## src/rtl/kf8259_in_service_control.sv

```systemverilog
// KF8259 priority resolver, in-service register and two-pulse INTA sequencer.
// Selects the highest-priority eligible request under rotation and nests it against the ISR.
module kf8259_in_service_control (
    input  logic       clock,
    input  logic       reset_n,
    input  logic [7:0] interrupt_request_register,
    input  logic [7:0] interrupt_mask,
    input  logic [2:0] priority_rotate,
    input  logic       auto_eoi_config,
    input  logic       interrupt_acknowledge,
    input  logic       end_of_interrupt_nonspecific,
    input  logic       end_of_interrupt_specific,
    input  logic [2:0] eoi_level,
    output logic       interrupt,
    output logic       freeze,
    output logic [7:0] clear_interrupt_request,
    output logic [7:0] in_service_register,
    output logic [2:0] interrupt_level,
    output logic       interrupt_level_valid,
    output logic       spurious
);

    typedef enum logic [1:0] {IDLE, ACK1, GAP, ACK2} state_t;

    state_t     r_state, w_next_state;
    logic       r_ack_d;
    logic [7:0] r_isr;
    logic       r_interrupt;
    logic [7:0] r_clear;
    logic [2:0] r_level;
    logic       r_spurious;

    logic [7:0] w_eligible;
    logic       w_elig_found, w_isr_found;
    logic [2:0] w_elig_lvl, w_ceil_lvl;
    logic [2:0] w_elig_rank, w_ceil_rank;
    logic       w_request;
    logic       w_ack_rise, w_ack_fall, w_enter_ack1;
    logic [7:0] w_isr_set, w_isr_clr;

    // Returns {found, level}: first set bit scanning from (lowest+1) mod 8 round to lowest.
    function automatic logic [3:0] highest(input logic [7:0] v, input logic [2:0] lowest);
        logic       found;
        logic [2:0] sel;
        logic [2:0] lvl;
        found = 1'b0;
        sel   = '0;
        for (int unsigned k = 0; k < 8; k++) begin
            lvl = lowest + 3'd1 + 3'(k);
            if (!found && v[lvl]) begin
                found = 1'b1;
                sel   = lvl;
            end
        end
        return {found, sel};
    endfunction

    assign w_eligible                 = interrupt_request_register & ~interrupt_mask;
    assign {w_elig_found, w_elig_lvl} = highest(w_eligible, priority_rotate);
    assign {w_isr_found, w_ceil_lvl}  = highest(r_isr, priority_rotate);

    // Rank 0 is the highest priority; 3-bit wrap makes the rotation implicit.
    assign w_elig_rank = w_elig_lvl - priority_rotate - 3'd1;
    assign w_ceil_rank = w_ceil_lvl - priority_rotate - 3'd1;
    assign w_request   = w_elig_found && (!w_isr_found || (w_elig_rank < w_ceil_rank));

    assign w_ack_rise   = interrupt_acknowledge & ~r_ack_d;
    assign w_ack_fall   = ~interrupt_acknowledge & r_ack_d;
    assign w_enter_ack1 = (r_state == IDLE) && w_ack_rise;

    always_ff @(posedge clock or negedge reset_n) begin
        if (!reset_n) begin
            r_state <= IDLE;
        end else begin
            r_state <= w_next_state;
        end
    end

    always_comb begin
        w_next_state = r_state;
        case (r_state)
            IDLE:    if (w_ack_rise) w_next_state = ACK1;
            ACK1:    if (w_ack_fall) w_next_state = GAP;
            GAP:     if (w_ack_rise) w_next_state = ACK2;
            ACK2:    if (w_ack_fall) w_next_state = IDLE;
            default: w_next_state = IDLE;
        endcase
    end

    // Set is OR-ed after the clears so an ACK1 set beats an EOI on the same bit.
    always_comb begin
        w_isr_set = '0;
        w_isr_clr = '0;
        if (w_enter_ack1 && w_elig_found)
            w_isr_set[w_elig_lvl] = 1'b1;
        if (end_of_interrupt_nonspecific && w_isr_found)
            w_isr_clr[w_ceil_lvl] = 1'b1;
        if (end_of_interrupt_specific)
            w_isr_clr[eoi_level] = 1'b1;
        if ((r_state == ACK2) && w_ack_fall && auto_eoi_config && !r_spurious)
            w_isr_clr[r_level] = 1'b1;
    end

    always_ff @(posedge clock or negedge reset_n) begin
        if (!reset_n) begin
            r_ack_d     <= 1'b0;
            r_isr       <= '0;
            r_interrupt <= 1'b0;
            r_clear     <= '0;
            r_level     <= '0;
            r_spurious  <= 1'b0;
        end else begin
            r_ack_d     <= interrupt_acknowledge;
            r_isr       <= (r_isr & ~w_isr_clr) | w_isr_set;
            r_interrupt <= (r_state == IDLE) && !w_ack_rise && w_request;
            r_clear     <= w_isr_set;
            if (w_enter_ack1) begin
                r_level    <= w_elig_found ? w_elig_lvl : 3'd7;
                r_spurious <= !w_elig_found;
            end else if ((r_state == ACK2) && w_ack_fall) begin
                r_spurious <= 1'b0;
            end
        end
    end

    assign interrupt               = r_interrupt;
    assign freeze                  = (r_state != IDLE);
    assign clear_interrupt_request = r_clear;
    assign in_service_register     = r_isr;
    assign interrupt_level         = r_level;
    assign interrupt_level_valid   = (r_state == ACK2);
    assign spurious                = r_spurious;

endmodule

```

## config.mk

```make
export PLATFORM = sky130hd
export DESIGN_NAME = kf8259_in_service_control
export DESIGN_NICKNAME = d
export VERILOG_FILES = /design/src/rtl/kf8259_in_service_control.sv
export SDC_FILE = /design/constraint.sdc
export NUM_CORES = 1
export LEC_CHECK = 0
export ABC_AREA = 1
export BUFFER_PORTS_ARGS = -buffer_cell sky130_fd_sc_hd__clkbuf_2
export CORE_AREA = 2 2 76 78
export CTS_BUF_LIST = sky130_fd_sc_hd__clkbuf_4 sky130_fd_sc_hd__clkbuf_8
export CTS_CLUSTER_SIZE = 8
export DETAILED_ROUTE_END_ITERATION = 12
export DIE_AREA = 0 0 78 80
export GPL_TIMING_DRIVEN = 0
export PLACE_DENSITY = 0.81
export SYNTH_ARGS = -nofsm -noshare
export SYNTH_HDL_FRONTEND = slang
export SYNTH_SLANG_ARGS = --single-unit
```

## constraint.sdc

```tcl
create_clock -name clock -period 3.8 [get_ports clock]
set_clock_uncertainty 0.2 [all_clocks]
set_input_delay 0.38 -clock clock [delete_from_list [all_inputs] [get_ports clock]]
set_output_delay 0.38 -clock clock [all_outputs]
set_load 0.02 [all_outputs]
```

# --- After elaboration in Yosys (flattened, before gate mapping) ---
# Index checks and enable logic that the tools add are counted.
# Widths: inputs -> output; s select.
op_classes:
  order_cmp: 17
  reduce_logical: 50
  n_eq_ne: 7
  mux: 84
  bitwise: 11
  add_sub_neg: 12
ops:
  columns: ["cell", "n"]
  rows:
  - ["$mux 3", 17]
  - ["$bmux 1 s3", 16]
  - ["$lt 3x4->1 const B", 12]
  - ["$mux 1", 38]
  - ["$mux 8", 4]
  - ["$logic_and 1x1->1", 27]
  - ["$or 8x8->8", 3]
  - ["$logic_not 1->1", 18]
  - ["$and 8x8->8", 2]
  - ["$not 8->8", 2]
  - ["$add 3x3->3 const B", 4]
  - ["$demux 1 s3", 4]
  - ["$ge 3x1->1 const B", 4]
  - ["$mux 2", 4]
  - ["$pmux 2 s4", 1]
  - ["$add 3x1->3 const B", 2]
  - ["$add 3x2->3 const B", 2]
  - ["$ne 2x2->1 const B", 3]
  - ["$sub 3x1->3 const B", 2]
  - ["$sub 3x3->3", 2]
  - ["$eq 2x2->1 const B", 2]
  - ["$reduce_and 4->1", 1]
  - ["$reduce_bool 2->1", 2]
  - ["$lt 3x3->1", 1]
  - ["6 further kinds", 8]
word_totals:
  in_bits: 28
  elab_cells: 188
  out_inout_bits: 23
  reg_bits: 24

# --- Depth between registers and ports, before layout ---
depth:
  ltp_word: 37
  ltp_mapped: 29
  mapped_depth_nobuf: 24

# --- Least setup slack after synthesis ---
# No wires, ideal clock.
synth_path:
  path_type: "in2reg"
  start: "input port priority_rotate[0]"
  end: "register r_interrupt, in the netlist interrupt"
  t_required_ps: 3523
  arrival_ps: 3918
  cell_stages: 28
  path_buffers: 5
  path_slack_ps: -396
  path_cell_list: "buf_4 > inv_4 > buf_4 > ha_1 > buf_6 > inv_4 > buf_6 > nand2_4 > nand2_4 > buf_6 > nand2_1 > nand2_1 > nand2_1 > nand2_1 > nand3_1 > nor2_2 > nor2_1 > nor2_1 > nand3_2 > nand2_2 > inv_1 > ha_1 > fa_1 > xnor3_1 > ha_1 > a21oi_1 > nand2_1 > a21oi_1"
synth_between:
  elab_chain_cells: 31
synth_lines:
  columns: ["element", "line", "text"]
  rows:
  - ["start, declared", "8", "input logic [2:0] priority_rotate,"]
  - ["branches (longest 29 deep; another with $add 3x1->3)", null, null]
  - ["$logic_and 1x1->1 (*)", "65", "assign w_request = w_elig_found && (!w_isr_found || (w_elig_rank < w_ceil_rank));"]
  - ["$logic_and 1x1->1 (*)", "115", "r_interrupt <= (r_state == IDLE) && !w_ack_rise && w_request;"]
  - ["end signal, assigned", "115", null]
  - ["end, declared", "28", "logic r_interrupt;"]
# Every way passes the cells marked *. The select of a mux whose other input is x is not followed.
# A chain may end at the register's enable or synchronous reset.

# --- Final worst setup path ---
# Same ends and word-level chain as after synthesis.

==> impl_metrics.py <==
metrics = {
    "synth": {
        "synthCells": 503,
        "ys_warn_count": 0,
        "syn_area_sq_mm": 0.00312,
        "synth-edff-count": 0,
        "ys_types": 39,
        "ys_ff_latch": 24,
        "ys.flop_type": "dfrtp_1",
        "avgSynthCellArea_sq_um": 6.20,
        "async_flop_share_pct": 100,
        "synth.net_count": 544,
        "ys_seq_area_share_pct": 19.3,
    },
    "cts": {
        "clkSinkCount": 24,
        "cts_tree": "done",
        "cts_buffer_depth": 2,
        "path_clk_slew_ns": 0.08,
        "numCtsBuffers": 3,
        "worstSkewPairLatency_ns": 0.27,
        "cts_max_level": 1,
        "root_buffer": "clkbuf_8",
    },
    "floorplan": {
        "initial_utilization_pct": 57.7,
        "die_area_sq_mm": 0.00624,
        "die_w_um": 78,
        "num_rows": 27,
        "core_sq_mm": 0.00541,
        "pin_count": 51,
        "dieHeight_um": 80,
    },
    "setup_path": {
        "reg2reg_to": "interrupt$_DFF_PN0_",
        "required_ns": 3.80,
        "reg2reg_from": "in_service_register[7]$_DFF_PN0_",
        "worstPathMaxFanout": 7,
        "r2r_cells": 19,
        "crit_type": "primary input to flop",
        "endpoint_kind": "flop",
        "startpoint_type": "primary input",
        "r2r_slack_ns": 0.50,
        "worstPathArrival_ns": 3.70,
    },
    "worst_hold_path": {
        "min_to": "r_ack_d$_DFF_PN0_",
        "min-delay-start": "interrupt_acknowledge",
        "hp-class": "primary input to flop",
        "hold_depth": 1,
    },
    "sta": {
        "setup_viol": 0,
        "hold_violations": 0,
        "period_share_pct": 97.3,
        "fmax_ghz": 0.270,
        "tns_ns": 0,
        "maxSlewViolCount": 0,
        "min_period_ns": 3.70,
        "relSlewSlack_pct": 60.5,
        "tightest_slew_ns": 0.592,
    },
    "pwr": {
        "p_int_mw": 0.976,
        "p_switching_mw": 1.01,
        "power_density_mw_per_mm2": 490,
        "switching_share_pct": 50.8,
        "leakage_nw": 2.21,
        "irDropWorstVdd_mv": 0.482,
        "p_total_mw": 1.98,
        "p_seq_share_pct": 19.6,
        "combPwrFrac_pct": 69.1,
        "clkPwrFrac_pct": 11.2,
    },
    "routing": {
        "drc": 0,
        "wl_um": 9750,
        "wl_per_cell_um": 14.8,
        "ant_nets": 0,
        "num_vias": 3666,
        "via_per_inst": 5.56,
        "drt_first_pass_iters": 5,
        "drt_iter0_markers": 282,
    },
    "placed_design": {
        "place.gp.congestion": 0.934,
        "port_buffers": 49,
        "hpwl_um": 6930,
    },
    "final_layout": {
        "final_net_count": 629,
        "multi_input_area_sq_mm": 0.00236,
        "register_area_sq_um": 601,
        "synthToLayoutAreaGrowth_pct": 29.7,
        "final_core_util_pct": 74.8,
        "n_antenna_cell": 0,
        "fill_cells": 439,
        "drive_gt1_share_pct": 32.5,
    },
    "global_routing": {
        "grt.total_usage_pct": 29.9,
        "grt_pass1_wl_um": 14900,
        "grt_pass1_vias": 3317,
        "grt_max_degree": 25,
        "grt.overflow.total": 0,
        "antenna_found_initial": 0,
    },
    "status": {
        "outcome": "finished, final reports clean",
    },
    "run": {
        "drv_cap": 0,
    },
}
-- registers in the layout, indices dropped and copies added (netlist names) --
signal	flops
r_state	2
in_service_register	8
interrupt_level	3
interrupt	1
clear_interrupt_request	8
r_ack_d	1
spurious	1
-- power groups by stage --
stage          Sequential (mW)  Combinational [mW]  Clock (mW)
2_1_floorplan            0.442               0.806           0
3_3_place_gp             0.391                1.11           0
3_5_place_dp             0.393                1.13           0
4_1_cts                  0.388                1.20       0.224
5_1_grt                  0.400                1.51       0.233
6_report                 0.390                1.37       0.223
-- worst max-delay path, stage by stage --
cell and delay [ns]:
buf_8 0.09, inv_8 0.04, buf_12 0.12, ha_4 0.29, inv_4 0.06, buf_8 0.13, buf_4 0.13, nand3_1 0.08
nand2_1 0.11, nor2_1 0.16, o21bai_1 0.22, inv_1 0.15, nand3_4 0.13, nand3_1 0.09, nand2_2 0.11, inv_2 0.04
ha_2 0.18, fa_2 0.38, nand3b_1 0.18, nand2_2 0.09, ha_4 0.20, a21oi_2 0.12, nand2_1 0.08, a21oi_2 0.14
-- metal layers --
| metal | vias to the layer above | global-route usage, % | routed length (um) |
|---|---|---|---|
| met2 | 182 | 55.1 | 4850 |
| met1 | 1647 | 35.4 | 3810 |
| met4 | 0 | 13.7 | 426 |
| li1 | 1797 | - | - |
| met3 | 40 | 2.26 | 668 |
| met5 | - | 0 | 0 |
-- Yosys cell counts (2+ instances only) --
cell / instances / area, sq um
inv_4: 2 / 12.5
nand2_4: 4 / 45.0
nand2_1: 177 / 664
buf_4: 4 / 30.0
nand3_2: 9 / 90.1
nor2_1: 26 / 97.6
o21ai_0: 13 / 65.1
nor2_2: 6 / 37.5
nor3_1: 5 / 25.0
inv_1: 57 / 214
fa_1: 2 / 40.0
nand3_1: 78 / 390
nand2_2: 14 / 87.6
ha_1: 11 / 138
inv_2: 6 / 22.5
a21oi_2: 2 / 17.5
nand4_4: 2 / 42.5
a21oi_1: 7 / 35.0
dfrtp_1: 24 / 601
o21ai_2: 3 / 26.3
nor4_1: 12 / 75.1
buf_2: 3 / 15.0
nand4_1: 8 / 50.1
buf_6: 5 / 56.3
nor2_4: 9 / 101
-- layout make-up --
type / instances / share of cell area (%)
Buffer: 11 / 2.81
Sequential cell: 24 / 14.8
Clock inverter: 1 / 0.742
Multi-Input combinational cell: 399 / 58.4
Inverter: 66 / 6.37
Timing Repair Buffer: 83 / 13.6
Tap cell: 72 / 2.23
Clock buffer: 3 / 1.02
-- logic make-up (layout without fill, tap and decap cells) --
group	after synthesis	count (layout)	synth area share [%]
compound gates	31	31	6.54
simple gates	354	354	56.2
xor+xnor	1	1	0.722
fa+ha+maj	13	13	5.70
flops	24	24	19.3
buf+inv	80	164	11.6
-- per-stage QoR --
step	hold slack, ns	cell area (sq um)	worst slack, ns	instances
floorplan	-0.116	3170	-0.000221	503
global placement	0.207	3500	-0.511	624
detailed placement	0.206	3500	-0.552	624
CTS	0.0422	3730	0.00338	641
global route	0.0368	4050	-0.0387	659
finish	0.0409	4050	0.101	659
-- cells in the final DEF, fill, tap and decap left out, drive strengths merged --
| cell type | count |
|---|---|
| buf | 43 |
| xnor3 | 1 |
| fa | 2 |
| nand2 | 195 |
| nand3 | 88 |
| dlygate4sd3 | 1 |
| bufinv | 1 |
| nand4 | 11 |
| nand3b | 1 |
| o21ai | 16 |
| or3b | 1 |
| ha | 11 |
| a21oi | 9 |
| clkinv | 1 |
| nor3 | 5 |
| dfrtp | 24 |
| o211ai | 1 |
| o21bai | 3 |
| o21a | 1 |
| nor4 | 12 |
| clkbuf | 53 |
| inv | 65 |
| a21boi | 1 |
| nor2 | 41 |
-- timing repair --
item | CTS | global route
endpoints found under the hold margin | 24 | 0
hold buffers | 1 | 0
gates resized for setup | 11 | 47
endpoints found under the setup margin | 1 | 1
gates cloned | 1 | 1
setup buffers | 12 | 19
pin swaps | 9 | 28
-- worst max-delay path by stage --
stage | endpoint | start | depth (start not counted)
after floorplan | interrupt$_DFF_PN0_ | priority_rotate[0] | 28
after global placement | interrupt$_DFF_PN0_ | priority_rotate[0] | 29
after detailed placement | interrupt$_DFF_PN0_ | priority_rotate[0] | 29
after CTS | interrupt$_DFF_PN0_ | priority_rotate[0] | 25
after global routing | interrupt$_DFF_PN0_ | priority_rotate[0] | 26
final | interrupt$_DFF_PN0_ | priority_rotate[0] | 24
Power figures use the tool's default switching activity.
